<file path="src/rtl/cpu_pkg.sv">
// Shared CPU types: FSM states, PC/writeback selects, opcodes and the
// main decoder table used by both the decoder and multicycle_ctrl.
package cpu_pkg;

  typedef enum logic [2:0] {
    ST_FETCH  = 3'd0,
    ST_DECODE = 3'd1,
    ST_EXEC   = 3'd2,
    ST_MEM    = 3'd3,
    ST_WB     = 3'd4,
    ST_TRAP   = 3'd5
  } state_e;

  localparam logic [1:0] PC_PLUS4 = 2'd0;
  localparam logic [1:0] PC_IMM   = 2'd1;
  localparam logic [1:0] PC_ALU   = 2'd2;

  localparam logic [1:0] WB_ALU = 2'd0;
  localparam logic [1:0] WB_MEM = 2'd1;
  localparam logic [1:0] WB_PC4 = 2'd2;

  localparam logic [6:0] OP_LOAD   = 7'h03;
  localparam logic [6:0] OP_OPIMM  = 7'h13;
  localparam logic [6:0] OP_AUIPC  = 7'h17;
  localparam logic [6:0] OP_STORE  = 7'h23;
  localparam logic [6:0] OP_OP     = 7'h33;
  localparam logic [6:0] OP_LUI    = 7'h37;
  localparam logic [6:0] OP_BRANCH = 7'h63;
  localparam logic [6:0] OP_JALR   = 7'h67;
  localparam logic [6:0] OP_JAL    = 7'h6F;

  typedef struct packed {
    logic reg_write;
    logic alu_src;
    logic mem_write;
    logic mem_read;
    logic mem_to_reg;
    logic branch;
    logic jump;
  } dec_t;

  // Controls held from DECODE until the instruction retires
  typedef struct packed {
    logic alu_src;
    logic mem_write;
    logic mem_read;
    logic mem_to_reg;
    logic branch;
    logic jump;
  } ctrl_t;

  function automatic dec_t decode(input logic [6:0] op);
    dec_t d;
    d = '0;
    case (op)
      OP_LOAD: begin
        d.reg_write  = 1'b1;
        d.alu_src    = 1'b1;
        d.mem_read   = 1'b1;
        d.mem_to_reg = 1'b1;
      end
      OP_OPIMM, OP_AUIPC, OP_LUI: begin
        d.reg_write = 1'b1;
        d.alu_src   = 1'b1;
      end
      OP_STORE: begin
        d.alu_src   = 1'b1;
        d.mem_write = 1'b1;
      end
      OP_OP:     d.reg_write = 1'b1;
      OP_BRANCH: d.branch    = 1'b1;
      OP_JALR: begin
        d.reg_write = 1'b1;
        d.alu_src   = 1'b1;
        d.jump      = 1'b1;
      end
      OP_JAL: begin
        d.reg_write = 1'b1;
        d.jump      = 1'b1;
      end
      default: d = '0;
    endcase
    return d;
  endfunction

endpackage

</file>
<file path="src/rtl/multicycle_ctrl.sv">
// Multicycle RV control FSM: FETCH/DECODE/EXECUTE/MEM/WRITEBACK/TRAP.
// Define MULTICYCLE_INSTRET_EN to add the 32-bit instret counter port.
module multicycle_ctrl
  import cpu_pkg::*;
(
  input  logic        clk,
  input  logic        rst,
  input  logic [6:0]  opcode,
  input  logic        reg_write,
  input  logic        alu_src,
  input  logic        mem_write,
  input  logic        mem_read,
  input  logic        mem_to_reg,
  input  logic        branch,
  input  logic        jump,
  input  logic        branch_taken,
  input  logic        mem_ready,
  output logic        imem_req,
  output logic        ir_we,
  output logic        dmem_req,
  output logic        dmem_we,
  output logic        rf_we,
  output logic [1:0]  wb_sel,
  output logic        pc_we,
  output logic [1:0]  pc_sel,
  output logic        alu_b_imm,
  output logic [2:0]  state_o,
`ifdef MULTICYCLE_INSTRET_EN
  output logic [31:0] instret,
`endif
  output logic        illegal_o
);

  state_e state_q, state_d;
  ctrl_t  ctrl_q;
  logic   illegal_q;
  logic   dec_zero;
  logic   unused_ok;

  assign dec_zero = ~|{reg_write, alu_src, mem_write,
                       mem_read, mem_to_reg, branch, jump};

  // opcode is already folded into the decoder inputs
  assign unused_ok = ctrl_q.mem_to_reg ^ (^opcode);

  always_comb begin
    state_d = ST_FETCH;
    case (state_q)
      ST_FETCH:
        state_d = mem_ready ? ST_DECODE : ST_FETCH;
      ST_DECODE:
        state_d = dec_zero ? ST_TRAP : ST_EXEC;
      ST_EXEC: begin
        if (ctrl_q.branch)
          state_d = ST_FETCH;
        else if (ctrl_q.mem_read || ctrl_q.mem_write)
          state_d = ST_MEM;
        else
          state_d = ST_WB;
      end
      ST_MEM: begin
        if (!mem_ready)
          state_d = ST_MEM;
        else if (ctrl_q.mem_write)
          state_d = ST_FETCH;
        else
          state_d = ST_WB;
      end
      ST_WB:   state_d = ST_FETCH;
      ST_TRAP: state_d = ST_TRAP;
      default: state_d = ST_FETCH;
    endcase
  end

  always_ff @(posedge clk) begin
    if (rst) begin
      state_q   <= ST_FETCH;
      ctrl_q    <= '0;
      illegal_q <= 1'b0;
    end else begin
      state_q <= state_d;
      if (state_q == ST_DECODE) begin
        ctrl_q.alu_src    <= alu_src;
        ctrl_q.mem_write  <= mem_write;
        ctrl_q.mem_read   <= mem_read;
        ctrl_q.mem_to_reg <= mem_to_reg;
        ctrl_q.branch     <= branch;
        ctrl_q.jump       <= jump;
        if (dec_zero)
          illegal_q <= 1'b1;
      end
    end
  end

  // Reset gates every output so nothing escapes in the reset cycle
  always_comb begin
    imem_req  = 1'b0;
    ir_we     = 1'b0;
    dmem_req  = 1'b0;
    dmem_we   = 1'b0;
    rf_we     = 1'b0;
    wb_sel    = WB_ALU;
    pc_we     = 1'b0;
    pc_sel    = PC_PLUS4;
    alu_b_imm = 1'b0;
    if (!rst) begin
      case (state_q)
        ST_FETCH: begin
          imem_req = 1'b1;
          ir_we    = mem_ready;
        end
        ST_DECODE: alu_b_imm = alu_src;
        ST_EXEC: begin
          alu_b_imm = ctrl_q.alu_src;
          if (ctrl_q.branch) begin
            pc_we  = 1'b1;
            pc_sel = branch_taken ? PC_IMM : PC_PLUS4;
          end
        end
        ST_MEM: begin
          alu_b_imm = ctrl_q.alu_src;
          dmem_req  = 1'b1;
          dmem_we   = ctrl_q.mem_write;
          pc_we     = mem_ready & ctrl_q.mem_write;
        end
        ST_WB: begin
          alu_b_imm = ctrl_q.alu_src;
          rf_we     = 1'b1;
          pc_we     = 1'b1;
          unique case (1'b1)
            ctrl_q.mem_read: begin
              wb_sel = WB_MEM;
              pc_sel = PC_PLUS4;
            end
            ctrl_q.jump && !ctrl_q.alu_src: begin
              wb_sel = WB_PC4;
              pc_sel = PC_IMM;
            end
            ctrl_q.jump && ctrl_q.alu_src: begin
              wb_sel = WB_PC4;
              pc_sel = PC_ALU;
            end
            default: begin
              wb_sel = WB_ALU;
              pc_sel = PC_PLUS4;
            end
          endcase
        end
        default: ;
      endcase
    end
  end

  assign state_o   = rst ? 3'd0 : state_q;
  assign illegal_o = illegal_q & ~rst;

`ifdef MULTICYCLE_INSTRET_EN
  logic [31:0] instret_q;

  always_ff @(posedge clk) begin
    if (rst)
      instret_q <= '0;
    else if (pc_we)
      instret_q <= instret_q + 32'd1;
  end

  assign instret = rst ? 32'd0 : instret_q;
`endif

endmodule

</file>
<file path="config.mk">
export PLATFORM = sky130hd
export DESIGN_NAME = multicycle_ctrl
export DESIGN_NICKNAME = d
export VERILOG_FILES = /design/src/rtl/cpu_pkg.sv /design/src/rtl/multicycle_ctrl.sv
export SDC_FILE = /design/constraint.sdc
export NUM_CORES = 1
export LEC_CHECK = 0
export CORE_MARGIN = 10
export CORE_UTILIZATION = 39
export CTS_CLUSTER_SIZE = 14
export DETAILED_ROUTE_END_ITERATION = 6
export PLACE_DENSITY = 0.82
export SLEW_MARGIN = 10
export SYNTH_ARGS = -nofsm -noshare
export SYNTH_HDL_FRONTEND = slang
export SYNTH_SLANG_ARGS = --single-unit
</file>
<file path="constraint.sdc">
create_clock -name clk -period 3.5 [get_ports clk]
set_input_delay 0.7 -clock clk [delete_from_list [all_inputs] [get_ports clk]]
set_output_delay 0.7 -clock clk [all_outputs]
set_load 0.01 [all_outputs]
</file>
==> summary.txt <==
cell taking the most area after synthesis -> dfxtp_1
synthesized area per cell -> 8.468 µm²
worst hold path startpoint -> illegal_q
Final Setup Violations -> 0
# fillers -> 120
first-pass GRT wire length -> 2656 µm
Placed Cells incl. Taps -> 106
register area share after synthesis -> 30.84%
Remaining Overflow, GRT -> 0
Startpoint Class -> input pin
Post-CTS Setup Repair Bufs -> 0
most frequent cell after synthesis -> dfxtp_1
port bufs -> 25
via count -> 617
share of cells above drive strength 1 -> 10.53%
Core ar. -> 0.001350 mm²
Hold EP -> illegal_q
Max Root-Sink Buffers -> 2
Unique masters post-synth -> 31
MaxCap Viol Count -> 0
Initial Util -> 43.28%
Synth top area share -> 30.84%
DR pass1 iterations -> 4
cell count after synthesis -> 69
period utilisation layout -> 87.27%
Die Y -> 58.71 µm
vias in the first global route -> 578
Detail Route Antenna Nets -> 0
number of flops mapped to enable cells by yosys -> 0
synth cell count leaders -> dfxtp_1, and3_1
RSZ-0062 raised after global routing -> no
clock root buffer master -> clkbuf_4
num ports -> 33
die footprint -> 0.003446 mm²
pwr/cell area -> 360.0 mW/mm²
Site Rows -> 13
cell area after synthesis -> 584.3 µm²
CTS tree -> built
clk slew on worst S/H paths -> 0.06 ns
clock sink total -> 9
hold_ws -> 0.4610 ns
final-report hold violation count -> 0
Tmin final -> 3.054 ns
Crit Path Class -> input pin to output port
Async SR Flop Fraction -> 0%
Clock Skew -> 0.001163 ns
DR iter-0 viols -> 6
H-Tree Depth -> 1
GPL Wtd Cong -> 0.8399
cts hold-fix bufs -> 0
final non-filler cell total -> 110
TritonCTS buffer count -> 3
R2R depth -> 3
YS warnings -> 0
worst relative slew slack -> 66.96%
DRC Markers -> 0
Vias/cell -> 5.609
r2r setup slk -> 2.02 ns
ranking of synthesized cells by area -> dfxtp_1, mux2i_1, and3_1, nor2_2, nor2b_1
Net Count, Synth -> 87
post-layout net count -> 114
worst skew pair latency -> 0.25 ns
start of the worst register-to-register path -> state_q[0]
WHS Path Cells -> 2
Final Util -> 64.13%
Peak VDD IR -> 0.0002283 V
Arr. time, crit path -> 2.35 ns
number of synthesized register bits -> 9
GR Util All Layers -> 9.561%
routed wire length -> 1598 µm
Layout area overhead -> 48.18%
PostCTS Resize Cnt -> 0
CP Max Fanout -> 7
Worst R2R End -> ctrl_q[0]
static leakage -> 0.3255 nW
Synth Flop Type -> dfxtp_1
Req. time, crit path -> 2.80 ns
fmax -> 327.4 MHz
Slew Viols, Final -> 0
TNS Setup -> 0 ns
Die W -> 58.71 µm
dpl hpwl -> 1275 µm
Hold Crit Class -> register to register
Ant. Diodes -> 0
status -> finished, final reports clean
WL per Instance -> 14.53 µm
Worst setup EP type -> output port
worst slew pin tran -> 0.4950 ns
initial antenna violation count -> 0
largest net degree at the start of global routing -> 17
cells by family (layout without fill, tap and decap cells):
logic type,count (synthesis),in the layout,share of synthesized area [%]
multiplexers,4,4,6.853
flip-flops,9,9,30.83
AO/OA/AOI/OAI,16,16,18.20
buffers and inverters,4,30,3.640
AND/OR/NAND/NOR,36,36,40.47
cells in the final DEF, fill, tap and decap left out, types with 2 or more instances in the layout:
cell type and count:
clkbuf_4 3, nor2_2 4, a21oi_1 4, nor2b_1 4, dfxtp_1 9, nor3_1 2
and2_1 3, nand2b_1 2, nor2_1 3, o211ai_1 2, and3_1 5, a31oi_1 2
nand2_1 4, mux2i_1 4, and2b_1 2, clkdlybuf4s50_1 25, o21ai_0 2
flip-flops by register name, indices dropped and copies added (netlist names):
| signal | count |
|---|---|
| ctrl_q | 5 |
| illegal_q | 1 |
| state_q | 3 |
layout make-up:
class	count	area, µm²	share of cell area, %
clock buffer	4	26.28	3.035
sequential	9	180.2	20.81
timing repair buffer	26	257.7	29.77
tap	15	18.77	2.168
multi-input combinational	56	382.9	44.22
worst max-delay path, stage by stage:
cell and delay, ns:
clkdlybuf4s50_1 0.62, and2b_1 0.25, and2_1 0.14, and3_1 0.17, clkdlybuf4s50_1 0.47
report_power, final:
group / switching (mW) / internal, mW
logic: 0.0396 / 0.0568
clock network: 0.0338 / 0.0438
registers: 0.0244 / 0.113
per-layer routing:
layer	GRT usage (%)	wire, µm	part of all wire [%]
met5	0	0	0
met1	10.25	686	43
met2	15.17	730	46
met4	5.902	34	2.1
met3	4.077	146	9.1
metrics by stage:
| step | setup WS, ns | power (mW) | area, µm² |
|---|---|---|---|
| floorplan | 1.440 | 0.1966 | 584.3 |
| finish | 0.4456 | 0.3117 | 865.8 |
| detailed placement | 0.4341 | 0.2365 | 839.6 |
| global route | 0.3301 | 0.3365 | 865.8 |
| CTS | 0.4328 | 0.3146 | 865.8 |
| global placement | 0.4419 | 0.2342 | 839.6 |
how the worst max path moves through the flow:
stage	start	end	slack, ns	cells past startpoint
global route	rst	pc_sel[1]	0.33	5
global placement	rst	dmem_we	0.44	5
CTS	rst	pc_sel[1]	0.43	5
finish	rst	pc_sel[1]	0.45	5
detailed placement	rst	pc_sel[1]	0.43	5
floorplan	rst	pc_sel[1]	1.44	3
Power figures use the tool's default switching activity.
